<file path="config.mk">
export PLATFORM = sky130hd
export DESIGN_NAME = buffer_rr_arbiter
export DESIGN_NICKNAME = d
export VERILOG_FILES = /design/src/rtl/buffer_rr_arbiter.sv
export SDC_FILE = /design/constraint.sdc
export NUM_CORES = 1
export LEC_CHECK = 0
export ABC_AREA = 1
export BUFFER_PORTS_ARGS = -buffer_cell sky130_fd_sc_hd__buf_2
export CAP_MARGIN = 10
export CORE_ASPECT_RATIO = 0.9
export CORE_MARGIN = 8
export CORE_UTILIZATION = 43
export CTS_CLUSTER_SIZE = 20
export DETAILED_ROUTE_END_ITERATION = 8
export PLACE_DENSITY_LB_ADDON = 0.1
export RECOVER_POWER = 25
export SLEW_MARGIN = 5
export SYNTH_ARGS = -nofsm -noshare
export SYNTH_HDL_FRONTEND = slang
export SYNTH_SLANG_ARGS = --single-unit
</file>
<file path="constraint.sdc">
create_clock -name clk -period 3.83 [get_ports clk]
set_input_delay 0.766 -clock clk [delete_from_list [all_inputs] [get_ports clk]]
set_output_delay 0.766 -clock clk [all_outputs]
set_load 0.02 [all_outputs]
</file>
<file path="src/rtl/buffer_rr_arbiter.sv">
// Round-robin arbiter feeding a single registered output stage.
// N requesters compete for one WIDTH-bit buffer register. The winner is picked
// by rotating priority starting after the last captured source. The buffered
// word is offered downstream with a valid/ready handshake.
module buffer_rr_arbiter #(
    parameter int unsigned WIDTH = 16,
    parameter int unsigned N     = 4,
    parameter int unsigned SRC_W = (N > 1) ? $clog2(N) : 1
) (
    input  logic               clk,
    input  logic               rst,
    input  logic [N-1:0]       req,
    input  logic [N*WIDTH-1:0] data,
    output logic [N-1:0]       gnt,
    output logic [WIDTH-1:0]   out_data,
    output logic [SRC_W-1:0]   out_src,
    output logic               out_valid,
    input  logic               out_ready
);

    typedef enum logic [0:0] {
        StEmpty,
        StFull
    } state_e;

    state_e             state_q, state_d;
    logic [SRC_W-1:0]   last_q, last_d;
    logic [SRC_W-1:0]   src_q, src_d;
    logic [WIDTH-1:0]   data_q, data_d;

    logic               can_load;
    logic               found;
    logic               load;
    logic [SRC_W-1:0]   winner;
    int unsigned        arb_idx;

    // Output register may take a new word when empty or being drained this cycle.
    always_comb begin
        can_load = (state_q == StEmpty) || out_ready;
    end

    // Rotating-priority search: last+1, last+2, ... wrapping modulo N.
    always_comb begin
        found   = 1'b0;
        winner  = '0;
        arb_idx = 0;
        for (int unsigned off = 1; off <= N; off++) begin
            arb_idx = (32'(last_q) + off) % N;
            if (!found && req[arb_idx]) begin
                found  = 1'b1;
                winner = SRC_W'(arb_idx);
            end
        end
    end

    // Grant is one-hot on the winner, suppressed during reset or back-pressure.
    always_comb begin
        gnt = '0;
        if (!rst && can_load && found) begin
            gnt[winner] = 1'b1;
        end
        load = |gnt;
    end

    // Next-state and datapath: capture on grant, drain when accepted without reload.
    always_comb begin
        state_d = state_q;
        last_d  = last_q;
        src_d   = src_q;
        data_d  = data_q;
        if (load) begin
            state_d = StFull;
            last_d  = winner;
            src_d   = winner;
            data_d  = data[32'(winner)*WIDTH +: WIDTH];
        end else if (state_q == StFull && out_ready) begin
            // Word leaves; data and source keep their last value.
            state_d = StEmpty;
        end
    end

    // State register with synchronous reset; pointer resets so requester 0 goes first.
    always_ff @(posedge clk) begin
        if (rst) begin
            state_q <= StEmpty;
            last_q  <= SRC_W'(N - 1);
            src_q   <= '0;
            data_q  <= '0;
        end else begin
            state_q <= state_d;
            last_q  <= last_d;
            src_q   <= src_d;
            data_q  <= data_d;
        end
    end

    // Drive outputs straight from the registers.
    always_comb begin
        out_valid = (state_q == StFull);
        out_data  = data_q;
        out_src   = src_q;
    end

    // Grant must never select more than one requester.
    always_ff @(posedge clk) begin
        assert ($onehot0(gnt));
    end

endmodule
</file>
=== Word level (Yosys, flattened, before mapping) ===
Cells that the tools add are included.

* Output and inout port bits: 23
* Bits of input ports: 71
* Register bits: 21
* Logic and storage cells: 51

* Reductions and logical operators: 14
* $lt $le $gt $ge: 6
* Shifts and indexed selects: 1
* Bitwise operators: 1
* $add $sub $neg: 4
* Mux-type cells: 21

{| class="wikitable"
|+ Operators with widths
! cell !! number
|-
| 64-bit by 7-bit variable part select with 16-bit output || 1
|-
| 2-bit by 3-bit < comparator with 1-bit output (second input constant) || 5
|-
| 1-bit 2-to-1 mux || 11
|-
| 1-bit binary-select mux with 2-bit select || 4
|-
| 2-bit 2-to-1 mux || 4
|-
| 1-bit logical AND || 7
|-
| 2-bit by 1-bit adder with 2-bit output (second input constant) || 2
|-
| 2-bit adder (second input constant) || 2
|-
| 1-bit zero test || 4
|-
| 4-bit 2-to-1 mux || 1
|-
| 4-bit OR reduction || 1
|-
| 1-bit demux with 2-bit select || 1
|-
| 2-bit by 1-bit >= comparator with 1-bit output (second input constant) || 1
|-
| 2-bit nonzero test || 1
|-
| 1-bit logical OR || 1
|-
| 1-bit NOT || 1
|}

=== Logic depth before layout (Yosys ltp) ===
* Depth after elaboration: 20
* Gate-level depth with buffers: 17
* Depth with buffers taken out: 15

=== Worst setup path before layout ===
Ideal clock, no wire load.

* Path type: input -> output
* Start: input port req[2]
* End: output port gnt[0]
* Buffers on the path: 1
* Slack: 0.913 ns
* Arrival: 2.151 ns
* Required time: 3.064 ns
* Cell stages on the path: 11
* Cell sequence: nand2_1 > nand2_1 > nand2_1 > nand2_2 > nor2_1 > a21boi_1 > nand2_1 > nor2_4 > inv_4 > buf_6 > nor3_1

* Longest elaborated chain between the ends: 17
* Elaborated cells between the ends (all ways): 29
* Classes of those cells: order compare (2); mux (19); reduce/logical (8)

{| class="wikitable"
|+ RTL lines
! element !! RTL line !! source
|-
| from (decl) || 12 || <nowiki>input logic [N-1:0] req,</nowiki>
|-
| 1-bit binary-select mux with 2-bit select || 49 || <nowiki>if (!found && req[arb_idx]) begin</nowiki>
|-
| 1-bit 2-to-1 mux (not written as such) || 49 ||
|-
| 1-bit 2-to-1 mux || 49 ||
|-
| 1-bit zero test || 49 ||
|-
| 1-bit logical AND || 49 ||
|-
| 1-bit 2-to-1 mux || 49 ||
|-
| 1-bit zero test || 49 ||
|-
| 1-bit logical AND || 49 ||
|-
| 1-bit 2-to-1 mux || 49 ||
|-
| 1-bit zero test || 49 ||
|-
| 1-bit logical AND || 49 ||
|-
| 2-bit 2-to-1 mux || 49 ||
|-
| 2-bit by 3-bit < comparator with 1-bit output (not written as such) or 2-bit by 1-bit >= comparator with 1-bit output (tied branches) || 60 || <nowiki>gnt[winner] = 1'b1;</nowiki>
|-
| 1-bit logical AND (not written as such) || 60 ||
|-
| 1-bit 2-to-1 mux (not written as such) || 60 ||
|-
| 1-bit demux with 2-bit select || 60 ||
|-
| 4-bit 2-to-1 mux * || 59 || <nowiki>if (!rst && can_load && found) begin</nowiki>
|-
| to (decl) || 14 || <nowiki>output logic [N-1:0] gnt,</nowiki>
|}

Every way passes the cells marked *; elsewhere a longest branch is shown, timed or not. The select of a mux whose other input is x is not followed.

=== Worst setup path in the final report ===
* Start: input port req[1]
* End: output port gnt[0]

The elaborated chain is that of the path after synthesis.

==> results.json <==
{
  "num_vias": 2163,
  "slew_viol_final": 0,
  "gp_congestion": 0.806,
  "worstHoldPathType": "reg2reg",
  "dieWidth_um": 81.5,
  "hold_violations": 0,
  "drive_gt1_share_pct": 26.5,
  "cp.required_ps": 3060,
  "cts_hold_buf": 0,
  "crit_type": "in2out",
  "path_clk_slew_ps": 80,
  "max_slew_margin_pct": 70.9,
  "cts_max_path_buffers": 2,
  "p_leak_nw": 1.33,
  "ant_nets": 0,
  "tightest_slew_ps": 436,
  "hpwl_mm": 4.08,
  "synth_nets": 375,
  "syn_area_um2": 1660,
  "antenna_found_initial": 0,
  "io_pins": 94,
  "route.met2.wl_mm": 2.34,
  "synth-seq-area-share_pct": 25.3,
  "port-buffer-count": 93,
  "rsz0062_at_grt": "no",
  "synth_warnings": 0,
  "setup_viol": 0,
  "wl_met1_mm": 2.41,
  "cp-start-kind": "input pin",
  "ys_ff_latch": 21,
  "grt_overflow": 0,
  "topRoutingLayerUsed": "met4",
  "crit_path_end_kind": "primary output",
  "ir_worst_vdd_v": 0.000821,
  "rows": 21,
  "initial_utilization_pct": 44.8,
  "post-cts-setup-buffers": 0,
  "cts_resized": 0,
  "n_fill_cell": 407,
  "grt_pass1_vias": 1940,
  "die-area_um2": 6110,
  "status": "finished, final reports clean",
  "track_usage_pct": 17.2,
  "cts_tree": "yes",
  "worstReg2RegStart": "last_q[0]",
  "maxCapViolations": 0,
  "rrSetupSlack_ps": 1680,
  "viasPerCell": 4.97,
  "syn_to_final_growth_pct": 28.5,
  "cts.sinks": 21,
  "wire_per_inst_um": 12.6,
  "dieHeight_um": 75.0,
  "numCtsBuffers": 3,
  "dp_cells": 431,
  "worstPathMaxFanout": 19,
  "power_density_nw_per_um2": 1080,
  "grt_max_degree": 34,
  "post-route-drc-count": 0,
  "reg2reg_depth": 13,
  "hold_start": "out_src[1]",
  "yosysUniqueCellTypes": 22,
  "fin_crit_ps": 3170,
  "placed_area_um2": 2100,
  "htree_levels": 1,
  "r2r-end": "out_data[14]",
  "fin_area_um2": 2130,
  "fin_cells": 435,
  "clkLatencyLatePin_ps": 260,
  "syn-instance-count": 304,
  "worst-endpoint-arrival_ps": 2400,
  "core_um2": 3700,
  "whs_path_depth": 2,
  "drt_first_iter_violations": 118,
  "tns_ps": 0,
  "dr.pass1.iters": 4,
  "met3WireLength_um": 687,
  "drt-total-wl_mm": 5.48,
  "power_mw": 2.31,
  "fmax_mhz": 316,
  "antenna_cells": 0,
  "post_synth.cell_area_avg_um2": 5.47,
  "period_share_pct": 82.7,
  "holdPathEnd": "out_src[1]",
  "grt_pass1_wl_mm": 8.56,
  "clock_skew_ps": 3.18,
  "cts_root_buf": "clkbuf_8",
  "nets": 461
}
==> kinds of logic after synthesis <==
logic type,share of synthesized area (%)
AO/OA/AOI/OAI,2.56
flip-flops,25.3
buffers and inverters,9.79
AND/OR/NAND/NOR,62.3
==> cell usage in the layout (no fill, tap or decap) <==
cell type / netlist / final
nor2_4: 2 / 2
o21ai_0: 4 / 4
nor3_1: 1 / 1
nand2_4: 1 / 1
inv_1: 6 / 6
nand3_2: 1 / 1
dfxtp_1: 21 / 21
a21oi_1: 3 / 3
nand3_1: 52 / 52
nor2_2: 1 / 1
inv_4: 2 / 2
nor2_1: 6 / 6
clkbuf_1: 2 / 11
buf_2: 6 / 82
nand2_1: 179 / 179
nand3b_1: 1 / 1
clkinv_2: 0 / 1
buf_4: 4 / 4
nand2_2: 3 / 3
clkbuf_8: 0 / 3
a21boi_1: 1 / 1
clkinv_1: 1 / 1
inv_2: 3 / 3
==> report_power, final <==
part | total, mW | internal, mW | switching (mW) | leakage, nW
registers | 0.372 | 0.306 | 0.0651 | 0.174
clock network | 0.146 | 0.0725 | 0.0737 | 0.0255
logic | 1.79 | 0.551 | 1.24 | 1.13
==> flip-flops by register name, summed over array words and instances, names as in the netlist <==
| name | count |
|---|---|
| out_valid | 1 |
| last_q | 2 |
| out_data | 16 |
| out_src | 2 |
==> cell usage after synthesis, drive strengths merged <==
cell	number	area, µm²
clkinv	1	3.75
a21oi	3	15.0
a21boi	1	7.51
nand3	53	270
nor2	9	51.3
buf	14	105
nor3	1	5.00
o21ai	4	20.0
inv	11	46.3
nand3b	1	7.51
dfxtp	21	420
nand2	183	702
clkbuf	2	7.51
==> worst max path at each step <==
| stage | from | end | slack (ps) |
|---|---|---|---|
| floorplan | req[2] | gnt[0] | 910 |
| global placement | req[1] | gnt[3] | 710 |
| detailed placement | req[1] | gnt[0] | 680 |
| CTS | req[1] | gnt[0] | 670 |
| global route | last_q[0] | gnt[3] | 440 |
| finish | req[1] | gnt[0] | 660 |
==> metal layers <==
layer,track usage (%),vias to the layer above
met5,0,-
met4,2.97,0
met3,6.32,7
met2,28.0,84
met1,21.5,948
li1,-,1124
==> layout make-up <==
| class | count | area, µm² | area share (%) |
|---|---|---|---|
| multi-input combinational | 255 | 1080 | 50.5 |
| sequential | 21 | 420 | 19.7 |
| clock buffer | 3 | 41.3 | 1.93 |
| clock inverter | 1 | 5.00 | 0.234 |
| timing repair buffer | 97 | 482 | 22.6 |
| inverter | 12 | 50.0 | 2.34 |
| tap | 46 | 57.6 | 2.70 |
==> stage by stage <==
stage	hold WS (ps)	setup slack [ps]	utilization, %
after global routing	493	440	57.6
after detailed placement	457	679	56.7
after global placement	456	712	56.7
after CTS	469	670	58.0
final	470	663	57.6
after floorplan	535	913	-
==> worst max-delay path, cell delays in order <==
cell and delay, ps:
buf_2 100, inv_1 40, nand2_1 50, nand2_1 100
nand2_1 50, nand2_1 100, nor2_1 70, a21boi_1 130
nand2_1 100, nor2_4 360, inv_4 180, nor3_1 170
buf_2 190
Note: power is estimated with default switching activity, not from simulation.
